## src/rtl/rr_prior_encoder.sv

```systemverilog
// Registered priority encoder with fixed-priority or round-robin search.
// Grants are held until acknowledged; round-robin rotates without bubbles via a pointer bypass.
module rr_prior_encoder #(
  parameter int Width = 8,
  localparam int IdxW = $clog2(Width)
) (
  input  logic            clk,
  input  logic            rst,
  input  logic [Width-1:0] in,
  input  logic            enable,
  input  logic            mode,
  input  logic            ack,
  output logic [IdxW-1:0] out,
  output logic [Width-1:0] out_onehot,
  output logic            out_valid
);

  localparam logic [IdxW-1:0] LastIdx = IdxW'(Width - 1);

  logic [IdxW-1:0]  out_q, out_d;
  logic [Width-1:0] out_onehot_q, out_onehot_d;
  logic             out_valid_q, out_valid_d;
  logic [IdxW-1:0]  ptr_q, ptr_d;

  logic             accept;
  logic [IdxW-1:0]  ptr_eff;
  logic             hi_found;
  logic [IdxW-1:0]  hi_idx, lo_idx, fix_idx, sel;

  always_comb begin
    accept = out_valid_q & ack;
    // Bypass the pointer on an accept so the next search already starts past the accepted grant.
    if (accept && mode) begin
      ptr_eff = (out_q == LastIdx) ? '0 : out_q + IdxW'(1);
    end else begin
      ptr_eff = ptr_q;
    end

    hi_found = 1'b0;
    hi_idx   = '0;
    lo_idx   = '0;
    for (int i = Width - 1; i >= 0; i--) begin
      if (in[i]) begin
        lo_idx = IdxW'(i);
        if (i >= int'(ptr_eff)) begin
          hi_found = 1'b1;
          hi_idx   = IdxW'(i);
        end
      end
    end

    fix_idx = '0;
    for (int i = 0; i < Width; i++) begin
      if (in[i]) fix_idx = IdxW'(i);
    end

    sel = mode ? (hi_found ? hi_idx : lo_idx) : fix_idx;

    out_d        = out_q;
    out_onehot_d = out_onehot_q;
    out_valid_d  = out_valid_q;
    ptr_d        = ptr_q;

    if (!enable) begin
      out_d        = '0;
      out_onehot_d = '0;
      out_valid_d  = 1'b0;
    end else if (out_valid_q && !ack) begin
      out_d        = out_q;
    end else begin
      if (accept && mode) ptr_d = ptr_eff;
      if (in == '0) begin
        out_d        = '0;
        out_onehot_d = '0;
        out_valid_d  = 1'b0;
      end else begin
        out_d       = sel;
        out_valid_d = 1'b1;
        for (int i = 0; i < Width; i++) begin
          out_onehot_d[i] = (sel == IdxW'(i));
        end
      end
    end
  end

  always_ff @(posedge clk or posedge rst) begin
    if (rst) begin
      out_q        <= '0;
      out_onehot_q <= '0;
      out_valid_q  <= 1'b0;
      ptr_q        <= '0;
    end else begin
      out_q        <= out_d;
      out_onehot_q <= out_onehot_d;
      out_valid_q  <= out_valid_d;
      ptr_q        <= ptr_d;
    end
  end

  assign out        = out_q;
  assign out_onehot = out_onehot_q;
  assign out_valid  = out_valid_q;

endmodule

```

## config.mk

```make
export PLATFORM = sky130hd
export DESIGN_NAME = rr_prior_encoder
export DESIGN_NICKNAME = d
export VERILOG_FILES = /design/src/rtl/rr_prior_encoder.sv
export SDC_FILE = /design/constraint.sdc
export NUM_CORES = 1
export LEC_CHECK = 0
export BUFFER_PORTS_ARGS = -buffer_cell sky130_fd_sc_hd__buf_2
export CAP_MARGIN = 5
export CORE_ASPECT_RATIO = 1.5
export CORE_UTILIZATION = 48
export DETAILED_ROUTE_END_ITERATION = 8
export GPL_TIMING_DRIVEN = 0
export PLACE_DENSITY = 0.75
export RECOVER_POWER = 50
export SKIP_LAST_GASP = 1
export SLEW_MARGIN = 20
export SYNTH_ARGS = -nofsm -noshare
export SYNTH_HDL_FRONTEND = slang
export SYNTH_SLANG_ARGS = --single-unit
```

## constraint.sdc

```tcl
create_clock -name clk -period 2.2 [get_ports clk]
set_input_delay 0.44 -clock clk [delete_from_list [all_inputs] [get_ports clk]]
set_output_delay 0.44 -clock clk [all_outputs]
set_load 0.1 [all_outputs]
```

== Word level (Yosys, flattened, before mapping) ==
Index checks and enable logic that the tools add are counted.
Storage, ports and cells
  register bits after elaboration: 15
  output and inout bits: 12
  input port bits: 13
Operators by class
  reductions and logical operators: 6
  bitwise logic cells: 2
  equality and inequality tests: 9
  $add $sub $neg: 1
  order comparisons: 7
  muxes and demuxes: 57
Operator list (count)
  $mux 3: 35
  $mux 8: 3
  $mux 1: 19
  $eq 3x3->1 const B: 5
  $ge 3x3->1 const A: 3
  $logic_not 8->1: 1
  $eq 3x2->1 const B: 2
  $ge 1x3->1 const A: 2
  $ge 2x3->1 const A: 2
  $add 3x1->3 const B: 1
  $eq 3x1->1 const B: 1
  $logic_not 3->1: 1
  $reduce_and 3->1: 1
  $logic_and 1x1->1: 2
  $ne 2x2->1 const B: 1
  $and 1x1->1: 1
  $logic_not 1->1: 1
  $not 1->1: 1

== Longest topological paths before layout ==
Gate-level depths: netlist (run 1).
  depth in word-level cells: 24
  mapped depth: 9
  gate-level depth less buffers: 9

== Worst setup path after synthesis (run 1) ==
OpenSTA, ideal clock, no wires.
  path type: register -> register
  start point: register out_q[0] (netlist: out[0])
  end point: register out_onehot_q[5] (netlist: out_onehot[5])
  required time: 2.096 ns
  path buffers: 0
  cell stages (with the launch flop): 9
  library setup time: 0.104 ns
  slack: -0.783 ns
  data arrival time: 2.879 ns
  path through: dfrtp_1 -> ha_1 -> ha_1 -> and4bb_2 -> mux2i_1 -> a221o_1 -> a21bo_1 -> a31o_1 -> o41ai_2
Between the ends
  cells in the longest elaborated chain, start to end: 24
  elaborated cells on any way between the ends: 45
  classes of those cells: 1 x add/sub; 7 x order compare; 2 x eq/ne; 35 x mux
RTL lines
  start: declaration: RTL line 20  | logic [IdxW-1:0] out_q, out_d;
  start signal: assignment: RTL line 93  | out_q <= out_d;
  $add 3x1->3 / $eq 3x3->1 (equally long branches): RTL line 34  | ptr_eff = (out_q == LastIdx) ? '0 : out_q + IdxW'(1);
  $mux 3 *: RTL line 34
  $mux 3 *: RTL line 33  | if (accept && mode) begin
  $ge 3x3->1: RTL line 45  | if (i >= int'(ptr_eff)) begin
  $mux 3 / $mux 1 (equally long branches): RTL line 45
  $mux 3 / $mux 1 (equally long branches): RTL line 43  | if (in[i]) begin
  $mux 3 / $mux 1 (equally long branches): RTL line 45
  $mux 3 / $mux 1 (equally long branches): RTL line 43
  (+7 left out)
  $mux 3 / $mux 1 (equally long branches): RTL line 43
  $mux 3 / $mux 1 (equally long branches): RTL line 45
  $mux 3 / $mux 1 (equally long branches): RTL line 43
  $mux 3 * (2 in a row): RTL line 57  | sel = mode ? (hi_found ? hi_idx : lo_idx) : fix_idx;
  $eq 3x3->1 *: RTL line 80  | out_onehot_d[i] = (sel == IdxW'(i));
  $mux 8 *: RTL line 72  | if (in == '0) begin
  $mux 8 *: RTL line 68  | end else if (out_valid_q && !ack) begin
  $mux 8 *: RTL line 64  | if (!enable) begin
  end signal: assignment: RTL line 94  | out_onehot_q <= out_onehot_d;
  end: declaration: RTL line 21  | logic [Width-1:0] out_onehot_q, out_onehot_d;
Mark *: on every way between the ends. The rest lies on a longest branch, timed or not. The select of a mux whose other input is x is not followed.
A chain may end at the register's enable or synchronous reset.

== Worst setup path in the final report (run 1) ==
  start point: register out_q[1] (netlist: out[1])
  end point: register out_onehot_q[5] (netlist: out_onehot[5])
Same word-level chain as after synthesis.

==> results of run 1 <==
-- final timing paths --
path | to | slack (ns) | from | cells after the start
max | out_onehot[5] | -0.29 | out[1] | 8
min in group clk | out_valid | 0.43 | enable | 3
min reg2reg | out_onehot[7] | 0.48 | out_onehot[7] | 2
min | out[0] | 0.18 | rst | 2
max in group asynchronous | out[1] | 1.60 | rst | 2
max reg2reg | out_onehot[5] | -0.29 | out[1] | 8
-- cells in the mapped netlist, types with 2 or more instances --
library cell and instances:
a21oi_1 9, mux2_2 4, dfrtp_1 15, o21ai_0 7
nand2_1 17, o41ai_2 2, nor4_1 2, nand3_1 4
nand2b_1 2, a32o_1 4, o211ai_1 2, nor2_1 14
mux2i_1 3, a31o_2 2, inv_1 7, ha_1 2
a31oi_1 3, and3_1 2, buf_6 2, o21bai_1 2
-- critical path: cells and delay by family, from the launching register on --
kind / cells / cell delay, ns
compound gates: 4 / 1.07
flops: 1 / 0.50
fa+ha+maj: 2 / 0.40
mux: 1 / 0.28
buf+inv: 1 / 0.14
-- repair_timing --
action	4_1_cts	5_1_grt
setup buffers	6	4
gates cloned	1	0
resized for setup	12	10
pin swaps	5	13
setup endpoints to repair	11	11
-- area by class of cell --
cell class	count	area (um^2)	area share, %
Inverter	7	26.3	1.71
Tap cell	23	28.8	1.88
Timing Repair Buffer	33	198	12.9
Buffer	4	31.3	2.04
Clock buffer	3	22.5	1.47
Sequential cell	15	385	25.1
Clock inverter	1	5.00	0.326
Multi-Input combinational cell	105	837	54.6
-- sequential cells by signal (all words and copies together), names as in the netlist --
name / count
out: 3
out_onehot: 8
out_valid: 1
ptr_q: 3
-- per-stage QoR --
step	util (%)	hold WS (ns)
global placement	58.7	0.457
detailed placement	58.7	0.460
global route	68.7	0.244
CTS	65.2	0.201
floorplan	-	0.341
finish	68.7	0.183
-- routing by layer --
layer,track usage (%),part of all wire [%]
met1,28.7,39
met2,48.0,55
met3,1.76,4.8
met4,9.68,1.2
met5,0,0
-- power breakdown --
part           switching, uW  total [uW]  internal [uW]
Sequential              42.8         359            316
Combinational            416         695            279
Clock                   90.9         159           67.7
-- logic make-up after synthesis --
group | count (synthesis)
AOI/OAI and AO/OA | 45
adders and majority gates | 2
buffers and inverters | 11
DFF | 15
muxes | 8
and+or+nand+nor | 49
==> results.sh, run 1 <==
export IMPL_min_period_ns=2.49
export IMPL_finalClockSkew_ns=0.00610
export IMPL_fin_area_um2=1530
export IMPL_viasPerCell=6.37
export IMPL_synthTopCellsByArea="dfrtp_1 33%, nand2_1 5.7%, nor2_1 4.7%, a21oi_1 4.0%, mux2_2 4.0%"
export IMPL_cp_start_kind="flip-flop"
export IMPL_syn_to_final_growth_pct=36.5
export IMPL_firstDrtPassIters=4
export IMPL_grt_max_degree=16
export IMPL_fin_nets=184
export IMPL_worstPathRequired_ns=2.39
export IMPL_cts_root_buf="clkbuf_4"
export IMPL_layout_common_cells="24 x buf_2, 16 x nand2_1, 14 x nor2_1"
export IMPL_tns_ns=-2.42
export IMPL_powerDensity_nw_per_um2=791
export IMPL_p_leak_uw=0.000711
export IMPL_htree_levels=1
export IMPL_rsz0062_at_grt="true"
export IMPL_fmax_mhz=402
export IMPL_path_clk_slew_ns=0.09
export IMPL_cts_hold_buffers=0
export IMPL_synth_compound_area_share_pct=30.2
export IMPL_rows=21
export IMPL_drt_wl_total_mm=3.16
export IMPL_hpwl_mm=2.14
export IMPL_finalMaxSlewViolations=0
export IMPL_grtUsageTotal_pct=24.9
export IMPL_num_fill_cells=167
export IMPL_yosysTopAreaCell="dfrtp_1"
export IMPL_synth_edf_count=0
export IMPL_fin_crit_sh_pct=113
export IMPL_ys_flop_type="dfrtp_1"
export IMPL_synth_xor_area_share_pct=0
export IMPL_cts_sinks=15
export IMPL_place_ws_ns=-0.444
export IMPL_routabilityCongestion=0.853
export IMPL_ant_nets=0
export IMPL_status="finished, violations left"
export IMPL_yosysTopAreaCellShare_pct=33.4
export IMPL_critPathMaxStageDelay_ns=0.50
export IMPL_finalHoldViolations=0
export IMPL_maxSlewHeadroom_pct=53.7
export IMPL_maxCapViolCount=0
export IMPL_diodes=0
export IMPL_async_reset_ff_share_pct=100
export IMPL_path_class="flip-flop to flip-flop"
export IMPL_instances_no_fill=191
export IMPL_critical_path_max_fanout=5
export IMPL_synth_yosys_seq_area_share_pct=33.4
export IMPL_setup_ws_ns=-0.288
export IMPL_die_h_um=61.3
export IMPL_grt_overflow=0
export IMPL_synth_area_um2=1120
export IMPL_finalSetupViolations=11
export IMPL_synthSimpleGateAreaFrac_pct=21.0
export IMPL_synthMuxAreaShare_pct=8.02
export IMPL_netlist_instances=130
export IMPL_dieArea_um2=2540
export IMPL_power_uw=1210
export IMPL_vias=1217
export IMPL_peakVddDrop_uv=590
export IMPL_clockBufferDepth=2
export IMPL_grt_first_pass_wirelength_mm=4.89
export IMPL_synth_cell_type_count=45
export IMPL_cp_end_kind="flip-flop"
export IMPL_drt_iter0_drc=76
export IMPL_drive_gt1_share_pct=42.9
export IMPL_syn_nets=145
export IMPL_ios=25
export IMPL_cts_tree="built"
export IMPL_avgSynthCellArea_um2=8.64
export IMPL_post_dp_cell_area_um2=1310
export IMPL_die_x_um=41.5
export IMPL_crit_slowest_cell="dfrtp_4"
export IMPL_wl_per_cell_um=16.6
export IMPL_hold_class="input pin to async pin"
export IMPL_synth_seq_cells=15
export IMPL_critical_path_cell_chain="ha_4 > ha_4 > buf_4 > mux2_4 > o32ai_4 > o22ai_2 > a32o_2 > o41ai_2"
export IMPL_antenna_found_initial=0
export IMPL_crit_top_cell="ha_4"
export IMPL_synth_fa_ha_area_share_pct=2.23
export IMPL_synth_top_family_by_area="compound AO/OA/AOI/OAI gates"
export IMPL_placedCellCount=176
export IMPL_fp_coreArea_um2=2230
export IMPL_io_buffers=23
export IMPL_yosysWarnings=0
export IMPL_worst_slew_pin_slew_ns=0.688
export IMPL_layout_commonest_cell="buf_2"
export IMPL_cts_made_buffers=3
export IMPL_cp_arrival_ns=2.68
export IMPL_start_util_pct=50.3
export IMPL_violations="negative setup slack"
export IMPL_clock_latency_ns=0.29
export IMPL_drc=0
export IMPL_grt_pass1_vias=1149
(Power assumes the default switching activity.)
==> run 2, diff against run 1 <==
Settings changed: CORE_ASPECT_RATIO 1.5 to not set.
==> run 2 against run 1 <==
Net effect: the run still ends with negative setup slack left; combinational power down 5.2%; non-clock buffer count is 2 lower; fmax fell by 0.72%; global-route usage is 2.9 points higher; critical path depth rose by 1; via count shrank 0.66%; utilization decreased by 1.2 points; flip-flop and latch count is the same; sequential share of layout area rose by 0.69 points; worst hold slack better by 0.019 ns; wire length rose by 2.0%; sequential power about the same; critical endpoint unchanged; largest power group unchanged.
==> results.sh, run 2 (same netlist as run 1, synthesis figures left out) <==
export IMPL_status="finished, violations left"
export IMPL_violations="negative setup slack"
export IMPL_antenna_found_initial=0
export IMPL_finalClockSkew_ns=0.00121
export IMPL_finalHoldViolations=0
export IMPL_die_h_um=50.4
export IMPL_powerDensity_nw_per_um2=785
export IMPL_netSwitchingPower_uw=530
export IMPL_firstDrtPassIters=4
export IMPL_viasPerCell=6.23
export IMPL_cp_arrival_ns=2.67
export IMPL_maxCapViolCount=0
export IMPL_internal_power_uw=641
export IMPL_cts_root_buf="clkbuf_4"
export IMPL_p_sw_share_pct=45.2
export IMPL_start_util_pct=50.8
export IMPL_io_buffers=23
export IMPL_worst_slew_pin_slew_ns=0.658
export IMPL_drt_iter0_drc=57
export IMPL_rows=17
export IMPL_drive_gt1_share_pct=39.8
export IMPL_hpwl_mm=2.19
export IMPL_pwr_share_clk_pct=12.8
export IMPL_layout_common_cells="24 x buf_2, 16 x nand2_1, 14 x nor2_1"
export IMPL_place_ws_ns=-0.447
export IMPL_path_class="flip-flop to flip-flop"
export IMPL_clockBufferDepth=2
export IMPL_maxSlewHeadroom_pct=55.7
export IMPL_cts_made_buffers=3
export IMPL_peakVddDrop_uv=619
export IMPL_setup_ws_ns=-0.306
export IMPL_placedCellCount=181
export IMPL_fin_area_um2=1490
export IMPL_fin_crit_sh_pct=114
export IMPL_clock_latency_ns=0.27
export IMPL_cp_start_kind="flip-flop"
export IMPL_htree_levels=1
export IMPL_grt_overflow=0
export IMPL_drc=0
export IMPL_critical_path_max_fanout=4
export IMPL_min_period_ns=2.51
export IMPL_ios=25
export IMPL_layout_commonest_cell="buf_2"
export IMPL_pwr_share_seq_pct=30.9
export IMPL_grt_pass1_vias=1153
export IMPL_largest_reg_flops=8
export IMPL_fin_nets=182
export IMPL_cts_tree="built"
export IMPL_worstPathRequired_ns=2.37
export IMPL_finish_utilization_pct=67.5
export IMPL_ant_nets=0
export IMPL_rsz0062_at_grt="true"
export IMPL_cts_sinks=15
export IMPL_syn_to_final_growth_pct=32.9
export IMPL_power_uw=1170
export IMPL_drt_wl_total_mm=3.23
export IMPL_rr_worst_depth=9
export IMPL_grtUsageTotal_pct=27.8
export IMPL_die_x_um=50.4
export IMPL_hold_class="input pin to async pin"
export IMPL_dieArea_um2=2540
export IMPL_cp_end_kind="flip-flop"
export IMPL_path_clk_slew_ns=0.08
export IMPL_fmax_mhz=399
export IMPL_p_leak_uw=0.000681
export IMPL_routabilityCongestion=0.889
export IMPL_post_dp_cell_area_um2=1320
export IMPL_finalSetupViolations=10
export IMPL_fp_coreArea_um2=2210
export IMPL_pwr_share_comb_pct=56.3
export IMPL_vias=1209
export IMPL_grt_first_pass_wirelength_mm=5.40
export IMPL_finalMaxSlewViolations=0
export IMPL_instances_no_fill=194
export IMPL_diodes=0
export IMPL_wl_per_cell_um=16.6
export IMPL_grt_max_degree=16
## run 2: layout make-up
cell class | instances | area (um^2)
multi-input cells | 105 | 810
fillers | 204 | 719
flip-flops and latches | 15 | 385
repair buffers | 31 | 179
well taps | 28 | 35.0
plain buffers | 4 | 31.3
clock buffers | 4 | 26.3
inverters | 7 | 26.3
## run 2: timing repair
item | 4_1_cts | 5_1_grt
endpoints found under the setup margin | 11 | 11
gates resized for setup | 9 | 6
hold buffers | 0 | 0
cloned | 1 | 0
pin swaps | 10 | 18
setup buffers | 7 | 1
## run 2: worst max-delay path, stage by stage, from the launching register on
cell     delay, ns
dfrtp_4       0.50
ha_4          0.17
ha_4          0.16
or3b_4        0.38
nand2_2       0.09
a21oi_1       0.08
o32ai_2       0.27
o22ai_4       0.13
a32o_2        0.32
o41ai_2       0.30
## run 2: power by group through the flow
stage / Clock (uW) / Sequential (uW) / Combinational (uW)
floorplan: 0 / 504 / 262
global placement: 0 / 367 / 499
detailed placement: 0 / 370 / 511
CTS: 155 / 361 / 602
global route: 165 / 367 / 700
finish: 150 / 362 / 659
## run 2: path summary, 6_finish.rpt
path,to,slack [ns],start
max in group asynchronous,out[1],1.58,rst
worst max-delay path,out_onehot[5],-0.31,out[0]
worst min-delay path,out[0],0.20,rst
min in group clk,out_valid,0.42,enable
worst max register to register,out_onehot[5],-0.31,out[0]
worst min register to register,out_onehot[3],0.49,out_onehot[3]
## run 2: metal layers
| metal | vias up | GRT usage [%] | wire (um) |
|---|---|---|---|
| met2 | 40 | 45.6 | 1570 |
| met3 | 6 | 3.03 | 149 |
| met1 | 592 | 36.5 | 1450 |
| met5 | - | 0 | 0 |
| li1 | 571 | - | - |
| met4 | 0 | 13.0 | 49 |
## run 2: stage by stage
stage	hold slack [ns]	setup TNS, ns
2_1_floorplan	0.341	-2.82
3_3_place_gp	0.456	-3.29
3_5_place_dp	0.466	-3.99
4_1_cts	0.208	-2.46
5_1_grt	0.250	-3.15
6_report	0.202	-2.49
